`config.mk`:
```
export PLATFORM = sky130hd
export DESIGN_NAME = rr_arb_mux
export DESIGN_NICKNAME = d
export VERILOG_FILES = /design/src/rtl/rr_arb_mux_grant.sv /design/src/rtl/rr_arb_mux.sv
export SDC_FILE = /design/constraint.sdc
export NUM_CORES = 1
export LEC_CHECK = 0
export CORE_AREA = 10 10 60 62
export CTS_CLUSTER_DIAMETER = 50
export DETAILED_ROUTE_END_ITERATION = 16
export DIE_AREA = 0 0 70 72
export PLACE_DENSITY = 0.82
export SLEW_MARGIN = 20
export SYNTH_ARGS = -nofsm -noshare
export SYNTH_HDL_FRONTEND = slang
export SYNTH_HIERARCHICAL = 1
export SYNTH_SLANG_ARGS = --single-unit
```
`constraint.sdc`:
```
create_clock -name clk -period 3.8 [get_ports clk]
set_input_delay 1.14 -clock clk [delete_from_list [all_inputs] [get_ports clk]]
set_output_delay 1.14 -clock clk [all_outputs]
set_load 0.005 [all_outputs]
```
`src/rtl/rr_arb_mux_grant.sv`:
```
// Combinational arbiter: picks one requesting channel by fixed priority or by
// a round-robin search starting at ptr. Produces a one-hot grant and its index.
module rr_arb_mux_grant #(
    parameter int NUM_CH = 4,
    parameter int SEL_W  = $clog2(NUM_CH)
) (
    input  logic [NUM_CH-1:0] reqValid,
    input  logic [SEL_W-1:0]  ptr,
    input  logic              mode,
    output logic [NUM_CH-1:0] grant,
    output logic [SEL_W-1:0]  grantIdx,
    output logic              grantVld
);

    localparam logic MODE_RR = 1'b1;

    always_comb begin
        int idx;
        logic [SEL_W-1:0] idxS;
        grant    = '0;
        grantIdx = '0;
        grantVld = 1'b0;
        idx      = 0;
        idxS     = '0;
        for (int k = 0; k < NUM_CH; k++) begin
            // Round-robin walks ptr, ptr+1, ... wrapping at NUM_CH, not at 2**SEL_W
            idx = (mode == MODE_RR) ? int'(ptr) + k : k;
            if (idx >= NUM_CH) begin
                idx = idx - NUM_CH;
            end
            idxS = SEL_W'(idx);
            if (!grantVld && reqValid[idxS]) begin
                grant[idxS] = 1'b1;
                grantIdx    = idxS;
                grantVld    = 1'b1;
            end
        end
    end

endmodule

```
`src/rtl/rr_arb_mux.sv`:
```
// Registered N-to-1 arbitrated mux with a one-entry valid/ready output stage.
// Holds the round-robin pointer and the output register; arbitration is in rr_arb_mux_grant.
module rr_arb_mux #(
    parameter int  NUM_CH = 4,
    parameter int  DATA_W = 4,
    localparam int SEL_W  = $clog2(NUM_CH)
) (
    input  logic                     clk,
    input  logic                     rst,
    input  logic                     mode,
    input  logic [NUM_CH-1:0]        in_valid,
    input  logic [NUM_CH*DATA_W-1:0] in_data,
    output logic [NUM_CH-1:0]        in_ready,
    output logic                     out_valid,
    output logic [DATA_W-1:0]        out_data,
    output logic [SEL_W-1:0]         out_sel,
    input  logic                     out_ready
);

    logic [SEL_W-1:0]  ptr;
    logic [NUM_CH-1:0] grant;
    logic [SEL_W-1:0]  grantIdx;
    logic              grantVld;
    logic              loadEn;
    logic              accept;
    logic [DATA_W-1:0] selData;
    logic              vldP1;
    logic [DATA_W-1:0] dataP1;
    logic [SEL_W-1:0]  selP1;

    rr_arb_mux_grant #(
        .NUM_CH (NUM_CH),
        .SEL_W  (SEL_W)
    ) uGrant (
        .reqValid (in_valid),
        .ptr      (ptr),
        .mode     (mode),
        .grant    (grant),
        .grantIdx (grantIdx),
        .grantVld (grantVld)
    );

    // Loading is allowed when empty or when the held word drains this cycle
    assign loadEn   = !vldP1 | out_ready;
    assign in_ready = grant & {NUM_CH{loadEn & !rst}};
    assign accept   = grantVld & loadEn & !rst;

    always_comb begin
        selData = '0;
        for (int i = 0; i < NUM_CH; i++) begin
            if (grant[i]) begin
                selData = in_data[i*DATA_W +: DATA_W];
            end
        end
    end

    // ---- stage p1: output register and round-robin pointer ----
    always_ff @(posedge clk) begin
        if (rst) begin
            vldP1  <= 1'b0;
            dataP1 <= '0;
            selP1  <= '0;
            ptr    <= '0;
        end else if (accept) begin
            vldP1  <= 1'b1;
            dataP1 <= selData;
            selP1  <= grantIdx;
            ptr    <= (grantIdx == SEL_W'(NUM_CH - 1)) ? '0 : grantIdx + 1'b1;
        end else if (out_ready) begin
            vldP1  <= 1'b0;
        end
    end

    assign out_valid = vldP1;
    assign out_data  = dataP1;
    assign out_sel   = selP1;

endmodule

```
Word level (Yosys, flattened, before mapping):

Cells that the tools add are included.

* $add $sub $neg: 8
* $lt $le $gt $ge: 12
* eq/ne operators: 1
* muxes and demuxes: 43
* bitwise logic cells: 8
* reductions and logical operators: 13

Operator list (count)
* >= comparator 32 x 4 -> 1 bit, second input constant: 4
* 2-to-1 mux 4 bit: 8
* 2-to-1 mux 2 bit: 10
* 2-to-1 mux 1 bit: 14
* < comparator 2 x 3 -> 1 bit, second input constant: 4
* OR 4 bit: 3
* 2-to-1 mux 3 bit: 3
* binary-select mux 1 bit (select 2 bit): 4
* demux 1 bit (select 2 bit): 4
* >= comparator 2 x 1 -> 1 bit, second input constant: 4
* subtractor 2 x 1 -> 2 bit, second input constant: 4
* logical AND 1 bit: 7
* adder 2 x 2 -> 3 bit, second input constant: 2
* zero test 1 bit: 5
* AND 4 bit: 1
* adder 2 x 1 -> 3 bit, second input constant: 1
* AND 1 bit: 3
* adder 2 x 1 -> 2 bit, second input constant: 1
* == test 2 bit, second input constant: 1
* nonzero test 2 bit: 1
* OR 1 bit: 1

* register bits: 9
* input bits: 24
* output and inout bits: 11

Longest topological paths before layout:

* depth in word-level cells: 19
* gate-level depth with buffers: 11
* gate-level depth less buffers: 9

Modules after synthesis:

The synthesis kept the hierarchy.

By module, submodules not included
* rr_arb_mux: instances 1, cells each 61, area an instance 526.8 um^2, sequential area each 180.2 um^2
* rr_arb_mux_grant: instances 1, cells each 63, area an instance 422.9 um^2, sequential area each 0.0 um^2

Worst setup path before layout:

OpenSTA, ideal clock, no wires.

* path type: input to output
* start: input port in_valid[3]
* end: output port in_ready[1]
* data arrival time: 2.660 ns
* data required time: 2.660 ns
* slack: 0.000 ns
* stages on the path: 7
* path buffers: 1
* cells stage by stage: clkbuf_1 > mux2_2 > nor3_2 > nor2_1 > or3_1 > o22ai_1 > and2_2

* cells in the longest elaborated chain, start to end: 13

RTL lines
* start: declaration: line rr_arb_mux.sv:11 `input logic [NUM_CH-1:0] in_valid,`
* binary-select mux 1 bit (select 2 bit): line rr_arb_mux_grant.sv:32 `if (!grantVld && reqValid[idxS]) begin`
* 2-to-1 mux 1 bit (not written as such): line rr_arb_mux_grant.sv:32
* 2-to-1 mux 1 bit: line rr_arb_mux_grant.sv:32
* zero test 1 bit: line rr_arb_mux_grant.sv:32
* logical AND 1 bit: line rr_arb_mux_grant.sv:32
* 2-to-1 mux 1 bit: line rr_arb_mux_grant.sv:32
* zero test 1 bit: line rr_arb_mux_grant.sv:32
* logical AND 1 bit: line rr_arb_mux_grant.sv:32
* 2-to-1 mux 1 bit: line rr_arb_mux_grant.sv:32
* zero test 1 bit: line rr_arb_mux_grant.sv:32
* logical AND 1 bit: line rr_arb_mux_grant.sv:32
* 2-to-1 mux 4 bit (*): line rr_arb_mux_grant.sv:32
* named net grant[1]: line rr_arb_mux.sv:21 `logic [NUM_CH-1:0] grant;`
* AND 4 bit (*): line rr_arb_mux.sv:45 `assign in_ready = grant & {NUM_CH{loadEn & !rst}};`
* end: declaration: line rr_arb_mux.sv:13 `output logic [NUM_CH-1:0] in_ready,`

The timed path passes the listed nets; every way through them passes the cells marked *. The select of a mux whose other input is x is not followed.

Worst setup path after layout:

* start: input port mode
* end: output port in_ready[2]

* cells in the longest elaborated chain, start to end: 16

RTL lines
* start: declaration: line rr_arb_mux.sv:10 `input logic mode,`
* branches (longest 14 deep; another with >= comparator 32 x 4 -> 1 bit)
* 2-to-1 mux 4 bit (*): line rr_arb_mux_grant.sv:32
* named net grant[2]: line rr_arb_mux.sv:21
* AND 4 bit (*): line rr_arb_mux.sv:45

Mark *: on every way through the listed nets, which the timed path passes. The select of a mux whose other input is x is not followed.

==> out/results.tsv <==
stage	metric	value	unit
job	max_cap_violations	0	
routing	post-route-drc-count	0	
setup_path	arrival	2.63	ns
setup_path	cp_common_cell	and2_4	
setup_path	rrSetupSlack	0.91	ns
timing	setup_slack	0.0321	ns
yosys	synth_ff_type	dfxtp_1	
status	outcome	completed	
global_route	antenna_found_initial	0	
die	core	2430	µm²
global_route	globalRouteTotalUtil	14.8	%
setup_path	path_class	primary input to primary output	
layout	drive_above_1_share	40.2	%
min_path	hold_depth	2	
cts	cts_sinks	9	
yosys	synth_top_area_cell	dfxtp_1	
timing	worstMarginPinSlew	0.584	ns
power_and_ir_drop	powerDensity	390	nW/µm²
cts	cts_hold_buffers	0	
routing	wirelength	3880	µm
setup_path	cp_cell_sequence	buf_2 -> and2_4 -> mux2_2 -> o21ai_1 -> nand2_1 -> o31ai_4 -> and2_4 -> clkdlybuf4s15_2	
die	die_h	72	µm
routing	vias	1253	
layout	n_antenna_cell	0	
placed_design	numPortBuffers	34	
setup_path	crit_required	2.66	ns
timing	setup_viol	0	
yosys	synth.distinct_cells	38	
power_and_ir_drop	leakage	0.694	nW
timing	fmax	265	MHz
yosys	syn_nets	149	
routing	wl_per_cell	17.3	µm
timing	maxSlewViolCount	0	
min_path	hp-start	out_data[1]$_SDFFE_PP0P_	
cts	htreeDepth	1	
layout	nets	220	
cts	path_clk_slew	0.07	ns
cts	cts.path.max_buffers	2	
cts	cts_tree	yes	
min_path	min_path_type	flip-flop to flip-flop	
yosys	synth_area_leaders	dfxtp_1 (19%), a21oi_1 (7.4%), mux2_2 (5.9%), o22ai_1 (5.3%), buf_6 (4.7%)	
timing	period_share	99.2	%
cts	clock-root-buffer	clkbuf_4	
global_route	grt_max_degree	14	
power_and_ir_drop	ir_drop	0.328	mV
die	start_util	39.0	%
placed_design	place_ws	-0.815	ns
cts	clk_latency	0.26	ns
setup_path	r2r_cells	10	
yosys	yosysTopAreaCellShare	19.0	%
yosys	syn-cell-area	950	µm²
cts	cts_made_buffers	3	
die	design.die.area	5040	µm²
timing	finClkSkew	0.00220	ns
timing	rsz0062_at_grt	false	
setup_path	cp_slowest_cell	mux2_2	
die	die_w	70	µm
routing	ant_nets	0	
yosys	synthCells	124	
yosys	async_flop_share	0	%
yosys	yosysWarnings	6	
timing	min_period	3.77	ns
setup_path	critPathTopFamily	simple AND/OR/NAND/NOR gates	
setup_path	critPathLaunchType	primary input	
layout	areaGrowthSynthToFinish	75.0	%
timing	hold_violations	0	
setup_path	reg2reg_to	out_data[0]$_SDFFE_PP0P_	
setup_path	cpPeakStageDelay	0.34	ns
placed_design	dp_hpwl	2700	µm
global_route	first_global_vias	1349	
routing	first_pass_iters	4	
yosys	synth-seq-area-share	19.0	%
global_route	grt_pass1_wl	6380	µm
routing	viasPerCell	5.59	
routing	dr.first_iter.drc_count	96	
layout	final_util	68.3	%
setup_path	crit_buf_inv	2	
setup_path	critical_path_peak_fanout	6	
placed_design	finalWeightedCongestion	0.961	
setup_path	end_kind	primary output	
yosys	synth_edf_count	0	
setup_path	crit-reg2reg-launch	ptr[1]$_SDFFE_PP0P_	
yosys	synth_area_per_cell	7.66	µm²
min_path	hold_end	out_data[1]$_SDFFE_PP0P_	
global_route	gr-total-overflow	0	
die	rows	18	
die	ios	35	
timing	max_slew_margin	61.0	%
yosys	ys_ff_latch	9	
-- report_power, final --
group	internal, mW	switching [mW]
combinational	0.236	0.186
clock	0.0406	0.0366
sequential	0.117	0.0314
-- cells in the mapped netlist (all sizes together), types with 2 or more instances --
master and count:
nand2b 2, nor2 6, nand3b 5, o22ai 8, a21oi 14, nor2b 6, dfxtp 9, a221o 4
nor3 3, mux2i 4, buf 6, a311oi 5, or3 2, clkbuf 4, mux2 5, o21ai 4
and2 5, inv 9, o31ai 3, nand2 11
-- stage by stage --
step / cell area [µm²] / std cells / setup TNS, ns / hold WS, ns / total power, mW
floorplan: 956 / 124 / 0 / 0.482 / 0.338
global placement: 1520 / 212 / -2.89 / 0.523 / 0.491
detailed placement: 1520 / 212 / -3.01 / 0.513 / 0.498
CTS: 1640 / 222 / 0 / 0.520 / 0.618
global route: 1660 / 224 / 0 / 0.567 / 0.687
finish: 1660 / 224 / 0 / 0.518 / 0.648
-- worst register-to-register path: stages (launching register included) --
cell and delay [ns]:
dfxtp_1 0.69, mux2_4 0.37, nor3_2 0.13, nor2_2 0.07
or3_1 0.37, o22ai_2 0.18, buf_4 0.14, buf_4 0.13
a21oi_1 0.06, a221o_1 0.31, a311oi_1 0.33
-- sequential cells by signal (all words and copies together) (netlist names) --
signal	flops
out_data	4
out_sel	2
out_valid	1
ptr	2
-- how the worst max path moves through the flow --
stage	start	to	slack [ns]	cells past startpoint
global placement	mode	in_ready[1]	-0.78	8
floorplan	mode	in_ready[3]	0.01	8
finish	mode	in_ready[2]	0.03	8
global route	mode	in_ready[2]	0.006	8
CTS	in_valid[2]	in_ready[3]	0.008	8
detailed placement	mode	in_ready[1]	-0.81	8
-- layout make-up --
class | instances | area [µm²]
Inverter | 9 | 33.8
Fill cell | 192 | 771
Tap cell | 30 | 37.5
Multi-Input combinational cell | 96 | 754
Clock buffer | 4 | 26.3
Sequential cell | 9 | 180
Timing Repair Buffer | 76 | 629
-- logic make-up after synthesis --
kind of cell             after synthesis  share of synthesized area (%)
AO/OA/AOI/OAI                         43                           32.0
adder cells (fa/ha/maj)                1                           1.32
buffers and inverters                 19                           10.9
flip-flops                             9                           19.0
multiplexers                           9                           10.1
AND/OR/NAND/NOR                       43                           26.6
-- metal layers --
layer | up-vias | wire [µm] | track usage, % | share of wire [%]
met4 | 0 | 65 | 5.92 | 1.7
li1 | 600 | - | - | -
met3 | 6 | 177 | 3.54 | 4.6
met2 | 43 | 2040 | 27.7 | 53
met1 | 604 | 1590 | 15.4 | 41
met5 | - | 0 | 0 | 0
-- cell usage in the layout, fill, tap and decap left out, drive strengths merged, types with 2 or more instances in the layout --
cell            n
o31ai           3
clkbuf          6
nor2            6
nand3b          5
nor3            3
dfxtp           9
nand2b          2
a221o           4
and2            5
buf            47
o21ai           4
nor2b           6
or3             2
nand2          11
mux2i           4
a21oi          14
mux2            5
clkdlybuf4s15   2
clkdlybuf4s50  25
a311oi          5
inv             9
o22ai           8
-- timing repair --
action | in CTS | in global routing
resized for setup | 43 | 8
endpoints found under the setup margin | 4 | 4
pin swaps | 8 | 7
hold endpoints to repair | 0 | 0
gates cloned | 0 | 0
buffers inserted | 6 | 3
(Power assumes the default switching activity.)
